### src/rtl/spi_ram_arbiter.sv
`timescale 1ns/1ps
// -----------------------------------------------------------------------------
// spi_ram_arbiter
//   Decodes SPI slave command words into accesses on one single-port
//   synchronous RAM and shares that RAM with a local host port using
//   round-robin arbitration.
//
//   Command word: [ADDR_SIZE+1:ADDR_SIZE] opcode, [ADDR_SIZE-1:0] payload
//     00 wr_addr <- payload      01 RAM[wr_addr] <- payload
//     10 rd_addr <- payload      11 read RAM[rd_addr] -> tx_data/tx_valid
//
//   Ports
//     clk, rst                 clock, synchronous active-high reset
//     rx_data, rx_valid        command word from SPI slave (1-cycle strobe)
//     tx_data, tx_valid        read data back to SPI slave (1-cycle strobe)
//     host_req/we/addr/wdata   host request (level, held until host_gnt)
//     host_gnt                 host access issued to RAM this cycle
//     host_rdata, host_rvalid  host read data (two cycles after host_gnt)
//     ram_en/we/addr/wdata     registered RAM controls
//     ram_rdata                RAM read data, valid one cycle after a read
//     ovf_clr, overflow        sticky dropped-command flag and its clear
//
//   Build option: define SPI_AUTO_INC_EN to post-increment wr_addr after each
//   SPI write and rd_addr after each SPI read issue.
// -----------------------------------------------------------------------------
module spi_ram_arbiter #(
  parameter int ADDR_SIZE = 8
) (
  input  logic                 clk,
  input  logic                 rst,
  input  logic [ADDR_SIZE+1:0] rx_data,
  input  logic                 rx_valid,
  output logic [ADDR_SIZE-1:0] tx_data,
  output logic                 tx_valid,
  input  logic                 host_req,
  input  logic                 host_we,
  input  logic [ADDR_SIZE-1:0] host_addr,
  input  logic [ADDR_SIZE-1:0] host_wdata,
  output logic                 host_gnt,
  output logic [ADDR_SIZE-1:0] host_rdata,
  output logic                 host_rvalid,
  output logic                 ram_en,
  output logic                 ram_we,
  output logic [ADDR_SIZE-1:0] ram_addr,
  output logic [ADDR_SIZE-1:0] ram_wdata,
  input  logic [ADDR_SIZE-1:0] ram_rdata,
  input  logic                 ovf_clr,
  output logic                 overflow
);

  typedef enum logic {ARB, RD_WAIT} state_t;

  localparam logic OWNER_HOST = 1'b0;
  localparam logic OWNER_SPI  = 1'b1;
  localparam logic [ADDR_SIZE-1:0] ADDR_ONE = 1;

  state_t                 state_reg;
  logic                   pend_valid_reg;
  logic [ADDR_SIZE+1:0]   pend_data_reg;
  logic [ADDR_SIZE-1:0]   wr_addr_reg;
  logic [ADDR_SIZE-1:0]   rd_addr_reg;
  logic                   last_winner_reg;
  logic                   rd_owner_reg;
  logic                   capture_reg;   // ram_rdata is valid this cycle

  logic [1:0]             pend_op;
  logic [ADDR_SIZE-1:0]   pend_payload;
  logic                   spi_ram_req;
  logic                   host_ram_req;
  logic                   grant_spi;
  logic                   grant_host;
  logic                   retire;
  logic                   rx_accept;
  logic                   rx_drop;

  always_comb begin
    pend_op      = pend_data_reg[ADDR_SIZE+1:ADDR_SIZE];
    pend_payload = pend_data_reg[ADDR_SIZE-1:0];
    spi_ram_req  = (state_reg == ARB) && pend_valid_reg && pend_op[0];
    // host_gnt is registered, so while it is high the host is still showing
    // the request that was just served; it must not be granted twice.
    host_ram_req = (state_reg == ARB) && host_req && !host_gnt;
    grant_spi    = spi_ram_req && (!host_ram_req || (last_winner_reg == OWNER_HOST));
    grant_host   = host_ram_req && !grant_spi;
    // Address loads retire unconditionally; RAM commands only when granted.
    retire       = (state_reg == ARB) && pend_valid_reg && (!pend_op[0] || grant_spi);
    rx_accept    = rx_valid && (!pend_valid_reg || retire);
    rx_drop      = rx_valid && !rx_accept;
  end

  always_ff @(posedge clk) begin
    if (rst) begin
      state_reg       <= ARB;
      pend_valid_reg  <= 1'b0;
      pend_data_reg   <= '0;
      wr_addr_reg     <= '0;
      rd_addr_reg     <= '0;
      last_winner_reg <= OWNER_HOST;
      rd_owner_reg    <= OWNER_HOST;
      capture_reg     <= 1'b0;
      tx_data         <= '0;
      tx_valid        <= 1'b0;
      host_gnt        <= 1'b0;
      host_rdata      <= '0;
      host_rvalid     <= 1'b0;
      ram_en          <= 1'b0;
      ram_we          <= 1'b0;
      ram_addr        <= '0;
      ram_wdata       <= '0;
      overflow        <= 1'b0;
    end else begin
      ram_en      <= 1'b0;
      ram_we      <= 1'b0;
      host_gnt    <= 1'b0;
      tx_valid    <= 1'b0;
      host_rvalid <= 1'b0;
      capture_reg <= 1'b0;

      // rd_owner_reg cannot change before this cycle's edge, so it still
      // names the owner of the read whose data is on ram_rdata now.
      if (capture_reg) begin
        if (rd_owner_reg == OWNER_SPI) begin
          tx_data  <= ram_rdata;
          tx_valid <= 1'b1;
        end else begin
          host_rdata  <= ram_rdata;
          host_rvalid <= 1'b1;
        end
      end

      if (rx_accept) begin
        pend_valid_reg <= 1'b1;
        pend_data_reg  <= rx_data;
      end else if (retire) begin
        pend_valid_reg <= 1'b0;
      end

      if (rx_drop) begin
        overflow <= 1'b1;
      end else if (ovf_clr) begin
        overflow <= 1'b0;
      end

      case (state_reg)
        ARB: begin
          if (pend_valid_reg && !pend_op[0]) begin
            if (pend_op[1]) rd_addr_reg <= pend_payload;
            else            wr_addr_reg <= pend_payload;
          end
          if (grant_spi) begin
            ram_en          <= 1'b1;
            last_winner_reg <= OWNER_SPI;
            if (pend_op[1]) begin
              ram_we       <= 1'b0;
              ram_addr     <= rd_addr_reg;
              rd_owner_reg <= OWNER_SPI;
              state_reg    <= RD_WAIT;
`ifdef SPI_AUTO_INC_EN
              rd_addr_reg  <= rd_addr_reg + ADDR_ONE;
`endif
            end else begin
              ram_we      <= 1'b1;
              ram_addr    <= wr_addr_reg;
              ram_wdata   <= pend_payload;
`ifdef SPI_AUTO_INC_EN
              wr_addr_reg <= wr_addr_reg + ADDR_ONE;
`endif
            end
          end else if (grant_host) begin
            ram_en          <= 1'b1;
            ram_we          <= host_we;
            ram_addr        <= host_addr;
            host_gnt        <= 1'b1;
            last_winner_reg <= OWNER_HOST;
            if (host_we) begin
              ram_wdata <= host_wdata;
            end else begin
              rd_owner_reg <= OWNER_HOST;
              state_reg    <= RD_WAIT;
            end
          end
        end
        RD_WAIT: begin
          capture_reg <= 1'b1;
          state_reg   <= ARB;
        end
        default: state_reg <= ARB;
      endcase
    end
  end

endmodule

### config.mk
export PLATFORM = sky130hd
export DESIGN_NAME = spi_ram_arbiter
export DESIGN_NICKNAME = d
export VERILOG_FILES = /design/src/rtl/spi_ram_arbiter.sv
export SDC_FILE = /design/constraint.sdc
export NUM_CORES = 1
export LEC_CHECK = 0
export BUFFER_PORTS_ARGS = -buffer_cell sky130_fd_sc_hd__buf_2
export CORE_ASPECT_RATIO = 0.5
export CORE_MARGIN = 5
export CORE_UTILIZATION = 44
export DETAILED_ROUTE_END_ITERATION = 8
export GPL_TIMING_DRIVEN = 0
export PLACE_DENSITY_LB_ADDON = 0.05
export SYNTH_ARGS = -nofsm -noshare
export SYNTH_HDL_FRONTEND = slang
export SYNTH_SLANG_ARGS = --single-unit
### constraint.sdc
create_clock -name clk -period 1.89 [get_ports clk]
set_input_delay 0.378 -clock clk [delete_from_list [all_inputs] [get_ports clk]]
set_output_delay 0.378 -clock clk [all_outputs]
set_load 0.05 [all_outputs]
==> results of run 1 <==
metal layers:
metal  global-route usage [%]  vias up
met2                     29.5       58
li1                         -     1188
met4                     6.28        0
met3                     5.81        8
met5                        0        -
met1                     21.4     1129
worst min path at each step:
| stage | from | to | slack (ps) | cells past startpoint |
|---|---|---|---|---|
| 2_1_floorplan | wr_addr_reg[7] | wr_addr_reg[7] | 430 | 2 |
| 3_3_place_gp | wr_addr_reg[7] | wr_addr_reg[7] | 440 | 2 |
| 3_5_place_dp | host_rdata[0] | host_rdata[0] | 450 | 2 |
| 4_1_cts | ovf_clr | overflow | 240 | 2 |
| 5_1_grt | ovf_clr | overflow | 260 | 2 |
| 6_report | ovf_clr | overflow | 250 | 2 |
cell families after synthesis:
group,Yosys count,share of synthesized area (%)
buffers and inverters,32,5.45
multiplexers,32,11.8
AO/OA/AOI/OAI,61,15.5
AND/OR/NAND/NOR,102,17.5
flip-flops,69,49.7
layout by cell type (no fill, tap or decap), drive strengths merged, types with 4 or more instances in the layout:
cell type  count
o22ai         15
inv           11
nand3          9
mux2i         25
a21oi         29
nand2b        12
a211oi         9
nand2         44
buf           88
dfxtp         69
clkbuf        22
o21ai          4
mux2           7
nor2          23
final cells by class:
class	count	share of cell area (%)
Buffer	21	3.11
Clock buffer	12	7.24
Clock inverter	2	0.283
Inverter	11	1.17
Multi-Input combinational cell	195	35.2
Sequential cell	69	39.0
Tap cell	88	3.11
Timing Repair Buffer	77	10.9
power groups by stage:
stage | logic [W] | registers [W] | clock network (W)
floorplan | 0.000190 | 0.00170 | 0
global route | 0.000477 | 0.00156 | 0.00160
global placement | 0.000440 | 0.00158 | 0
detailed placement | 0.000447 | 0.00158 | 0
finish | 0.000444 | 0.00155 | 0.00149
CTS | 0.000449 | 0.00155 | 0.00153
metrics by stage:
| stage | utilization [%] | power (W) | cells | hold slack, ps | instance area [um2] |
|---|---|---|---|---|---|
| 6_report | 58.0 | 0.00349 | 475 | 253 | 3540 |
| 5_1_grt | 58.0 | 0.00364 | 475 | 256 | 3540 |
| 4_1_cts | 58.0 | 0.00353 | 475 | 243 | 3540 |
| 3_5_place_dp | 53.6 | 0.00203 | 461 | 448 | 3270 |
| 3_3_place_gp | 53.6 | 0.00202 | 461 | 438 | 3270 |
| 2_1_floorplan | - | 0.00189 | 296 | 432 | 2780 |
==> impl_metrics.yaml, run 1 <==
detailed_routing:
  routedWlPerCell_um: 14.0
  route.detailed.vias_per_inst: 5.02
  met1_length_um: 3080
  drtPass1Iterations: 4
  drc_errors: 0
  met2_length_um: 3120
  highest-signal-layer: "met4"
  drt_wl_total_um: 6670
  initialDrtViolationCount: 113
  met3_routed_length_um: 409
  antenna_violating_nets_post_route: 0
  dr_total_vias: 2383
finish:
  multi_input_gate_area_in_the_final_layout_um2: 1250
  max_reg_flops: 10
  p_r_area_growth_vs_syn_pct: 27.4
  fillerInstances: 580
  antenna_cells_inserted: 0
  fraction_of_layout_instances_using_a_drive_strength_above_1_pct: 30.0
  nets: 424
  seq_area_um2: 1380
setup_path:
  critical_path.reg2reg.endpoint: "ram_wdata[3]"
  startpoint: "pend_data_reg[8]"
  ff2ff_path_depth: 6
  worst-endpoint-required_ps: 2060
  cp_max_fo: 9
  crit_chain: "buf_2, nand2_2, o211ai_4, and2_4, buf_6, a211oi_2"
  critical_path.slowest_cell: "sky130_fd_sc_hd__o211ai_4"
  path_depth: 6
  critical_path_source_type: "flip-flop"
  worst-r2r-setup-slack_ps: 330
  timing.critical_path.max_delay_family: "compound AO/OA/AOI/OAI gates"
  critPathCapture: "ram_wdata[3]"
  critPathCaptureType: "flip-flop"
  critPathKind: "reg -> reg"
  worst_reg2reg_startpoint: "pend_data_reg[8]"
  number_of_buffers_and_inverters_on_the_critical_path: 2
  max_stage_delay_ps: 350
  worstPathArrival_ps: 1730
placed_design:
  post-place-ws_ps: 11.7
  total_of_buffers_placed_on_input_and_output_ports: 77
  place_congestion: 0.768
  place.detailed.hpwl_um: 4990
cts:
  h_tree_depth: 3
  insertion_delay_ps: 320
  cts_tree: "yes"
  worst_setup_hold_path_clk_slew_ps: 50
  clock_sinks: 69
  post_cts.resized_instances: 0
  cts-hold-fix-buffers: 0
  cts_root_buffer: "sky130_fd_sc_hd__clkbuf_16"
  cts_max_path_buffers: 2
  numCtsBuffers: 9
  cts_setup_buffers: 0
power_and_ir_drop:
  power.density_cell_area_nw_per_um2: 985
  pwr-share-comb_pct: 12.7
  power.static_leakage_nw: 1.55
  clkPwrFrac_pct: 42.8
  ir_drop_mv: 0.465
  internal_dissipation_w: 0.00260
  p_sw_share_pct: 25.3
  net-switching-power_w: 0.000883
  p_seq_share_pct: 44.5
logic_synthesis:
  synth_ff_type: "sky130_fd_sc_hd__dfxtp_1"
  async_reset_ff_share_pct: 0
  netlist_top_cells_count: "sky130_fd_sc_hd__dfxtp_1, sky130_fd_sc_hd__nand2_1, sky130_fd_sc_hd__a21oi_1, sky130_fd_sc_hd__mux2i_1, sky130_fd_sc_hd__nor2_1"
  synth_warnings: 0
  synth_enable_flop_cells: 0
  yosys.cell_count.top_type: "sky130_fd_sc_hd__dfxtp_1"
  syn-cell-area_um2: 2780
  yosysTopAreaCellShare_pct: 49.7
  synth_area_leader_cell: "sky130_fd_sc_hd__dfxtp_1"
  yosysSeqAreaShare_pct: 49.7
  ys_ff_latch: 69
  ys_top_cells_by_area: "sky130_fd_sc_hd__dfxtp_1, sky130_fd_sc_hd__mux2i_1, sky130_fd_sc_hd__nand2_1, sky130_fd_sc_hd__a21oi_1, sky130_fd_sc_hd__a211oi_2"
  syn_nets: 336
  syn_avg_cell_area_um2: 9.39
  synthesis.instances: 296
  synth.distinct_cells: 39
floorplanning:
  ios: 78
  area_of_the_die_um2: 8100
  die-height_um: 66.2
  rows: 20
  floorplan_die_width_um: 122
  placeableCoreArea_um2: 6110
  initial_utilization_pct: 45.5
timing:
  slew_at_the_pin_closest_to_its_max_slew_limit_ps: 765
  finalWorstSetupSlack_ps: 330
  timing.final.max_slew_violations: 0
  setup_violations: 0
  grt_setup_unrepaired: "false"
  final_hold_viol_count: 0
  achievable-frequency_mhz: 641
  timing.slew.headroom_pct: 49.0
  finClkSkew_ps: 5.62
  period_share_pct: 82.5
  timing.setup.tns_ps: 0
  final.min_clock_period_ps: 1560
hold_path:
  min-delay-path-class: "in -> reg"
job:
  maxCapViolCount: 0
global_routing:
  gr-usage-all-layers_pct: 17.6
  vias_in_the_first_global_route: 2334
  grt_remaining_overflow: 0
  grt_max_degree: 11
  first_pass_grt_wire_length_um: 11000
  grt_antenna_before_repair: 0
run_status:
  result_of_the_run: "complete, no violations"
(Power assumes the default switching activity.)
==> inputs of run 2 (changes only) <==
Settings changed: ABC_AREA set to 1.
Clock period 1.89 ns to 1.5 ns, I/O delays scaled along.
==> impl_metrics.yaml, run 2 <==
setup_path:
  critPathCapture: "ram_wdata[5]"
  critical_path_source_type: "flip-flop"
  worst-r2r-setup-slack_ps: 140
  worst_reg2reg_startpoint: "state_reg"
  critPathKind: "reg -> reg"
  startpoint: "state_reg"
  worstPathArrival_ps: 1570
  ff2ff_path_depth: 9
  critPathCaptureType: "flip-flop"
  critical_path.reg2reg.endpoint: "ram_wdata[5]"
  cp_max_fo: 10
  worst-endpoint-required_ps: 1720
timing:
  period_share_pct: 90.5
  timing.setup.tns_ps: 0
  final_hold_viol_count: 0
  finalWorstSetupSlack_ps: 143
  grt_setup_unrepaired: "false"
  timing.slew.headroom_pct: 64.9
  setup_violations: 0
  slew_at_the_pin_closest_to_its_max_slew_limit_ps: 525
  achievable-frequency_mhz: 737
  final.min_clock_period_ps: 1360
  timing.final.max_slew_violations: 0
  finClkSkew_ps: 4.86
power_and_ir_drop:
  power.density_cell_area_nw_per_um2: 1260
  power.static_leakage_nw: 1.86
  ir_drop_mv: 0.711
  report.power.total_w: 0.00464
cts:
  cts_root_buffer: "sky130_fd_sc_hd__clkbuf_16"
  h_tree_depth: 3
  cts-hold-fix-buffers: 0
  cts_max_path_buffers: 2
  worst_setup_hold_path_clk_slew_ps: 50
  numCtsBuffers: 9
  clock_sinks: 69
  cts_tree: "yes"
  insertion_delay_ps: 330
global_routing:
  first_pass_grt_wire_length_um: 12200
  gr-usage-all-layers_pct: 19.5
  grt_antenna_before_repair: 0
  vias_in_the_first_global_route: 2496
  grt_max_degree: 11
  grt_remaining_overflow: 0
finish:
  seq_area_um2: 1380
  final_common_cell: "sky130_fd_sc_hd__nor2_1"
  multi_input_gate_area_in_the_final_layout_um2: 1290
  final_design_area_no_fill_um2: 3690
  antenna_cells_inserted: 0
  most_frequent_cells_in_the_layout: "sky130_fd_sc_hd__nor2_1, sky130_fd_sc_hd__buf_2, sky130_fd_sc_hd__nand2_1"
  fillerInstances: 637
  fraction_of_layout_instances_using_a_drive_strength_above_1_pct: 24.3
  nets: 534
  p_r_area_growth_vs_syn_pct: 28.7
  max_reg_flops: 10
floorplanning:
  placeableCoreArea_um2: 6210
  ios: 78
  area_of_the_die_um2: 8330
  floorplan_die_width_um: 124
  die-height_um: 67.1
  initial_utilization_pct: 46.2
  rows: 20
logic_synthesis:
  synth_area_leader_cell: "sky130_fd_sc_hd__dfxtp_1"
  syn_avg_cell_area_um2: 7.08
  synth_enable_flop_cells: 0
  syn-cell-area_um2: 2870
  yosysTopAreaCellShare_pct: 48.2
  ys_ff_latch: 69
  async_reset_ff_share_pct: 0
  netlist_top_cells_count: "sky130_fd_sc_hd__nor2_1, sky130_fd_sc_hd__nand2_1, sky130_fd_sc_hd__dfxtp_1, sky130_fd_sc_hd__o21ai_0, sky130_fd_sc_hd__inv_1"
  yosys.cell_count.top_type: "sky130_fd_sc_hd__nor2_1"
  synth.distinct_cells: 23
  synth_warnings: 0
  syn_nets: 445
  synth_ff_type: "sky130_fd_sc_hd__dfxtp_1"
  ys_top_cells_by_area: "sky130_fd_sc_hd__dfxtp_1, sky130_fd_sc_hd__nor2_1, sky130_fd_sc_hd__nand2_1, sky130_fd_sc_hd__o21ai_0, sky130_fd_sc_hd__nand3_1"
  synthesis.instances: 405
  yosysSeqAreaShare_pct: 48.2
placed_design:
  place_congestion: 0.765
  place.detailed.hpwl_um: 5630
  placed_area_um2: 3360
  post-place-ws_ps: 11.2
  total_of_buffers_placed_on_input_and_output_ports: 76
hold_path:
  min-delay-path-class: "in -> reg"
detailed_routing:
  route.detailed.vias_per_inst: 4.74
  drtPass1Iterations: 5
  drt_wl_total_um: 7650
  antenna_violating_nets_post_route: 0
  dr_total_vias: 2775
  routedWlPerCell_um: 13.0
  initialDrtViolationCount: 244
  drc_errors: 0
job:
  maxCapViolCount: 0
run_status:
  result_of_the_run: "complete, no violations"
-- run 2: cell types whose count changed after synthesis, moves of 15 or more --
cell / delta
sky130_fd_sc_hd__nor2_1: +72
sky130_fd_sc_hd__o21ai_0: +47
sky130_fd_sc_hd__nand2_1: +33
sky130_fd_sc_hd__inv_1: +25
sky130_fd_sc_hd__mux2i_1: -25
sky130_fd_sc_hd__nand3_1: +18
sky130_fd_sc_hd__o22ai_1: -15
-- run 2: cells by family (layout without fill, tap and decap cells) --
| group | after synthesis | in the layout | synth area share (%) |
|---|---|---|---|
| buffers and inverters | 55 | 147 | 8.08 |
| AO/OA/AOI/OAI | 69 | 69 | 12.0 |
| AND/OR/NAND/NOR | 212 | 213 | 31.7 |
| flip-flops | 69 | 69 | 48.2 |
-- run 2: how the worst min path moves through the flow --
stage / cells past startpoint / start / endpoint
2_1_floorplan: 2 / ram_rdata[0] / host_rdata[0]
3_3_place_gp: 2 / overflow / overflow
3_5_place_dp: 2 / overflow / overflow
4_1_cts: 3 / ram_rdata[2] / host_rdata[2]
5_1_grt: 3 / ram_rdata[2] / host_rdata[2]
6_report: 3 / ram_rdata[6] / host_rdata[6]
-- run 2: area by class of cell --
type	count	share of cell area, %
Multi-Input combinational cell	282	35.1
Clock buffer	14	7.43
Inverter	39	3.97
Tap cell	88	2.99
Buffer	16	2.41
Timing Repair Buffer	77	10.5
Sequential cell	69	37.5
Clock inverter	1	0.136
-- run 2: power breakdown --
group          internal, W  switching (W)  total, W  leakage (nW)
combinational     0.000203       0.000473  0.000676          1.16
sequential         0.00194      0.0000684   0.00201         0.565
clock              0.00124       0.000714   0.00196         0.139
-- run 2: critical path, cell delays in order, from the launching register on --
cell and delay (ps):
sky130_fd_sc_hd__dfxtp_2 350, sky130_fd_sc_hd__inv_2 70, sky130_fd_sc_hd__nand2_2 70, sky130_fd_sc_hd__nor2_4 160, sky130_fd_sc_hd__nand2_4 100, sky130_fd_sc_hd__buf_6 160
sky130_fd_sc_hd__nand2_4 90, sky130_fd_sc_hd__nand3_4 100, sky130_fd_sc_hd__nor2_1 110, sky130_fd_sc_hd__nor2_1 50
-- run 2: metal layers --
layer  vias up  global-route usage (%)  wire, um
met1      1225                    28.2      3960
met2        82                    26.6      2960
met5         -                       0         0
li1       1462                       -         -
met4         0                    5.73        67
met3         6                    6.87       657
-- run 2: what timing repair did --
item                       CTS  global route
resized for setup            0            14
buffers inserted             0             1
hold endpoints to repair     0             0
setup endpoints to repair    0            35
-- run 2: per-stage QoR --
step | hold slack (ps) | utilization, % | instances
global route | 223 | 59.4 | 586
CTS | 205 | 58.6 | 584
detailed placement | 458 | 54.1 | 569
floorplan | 435 | - | 405
finish | 213 | 59.4 | 586
global placement | 451 | 54.1 | 569
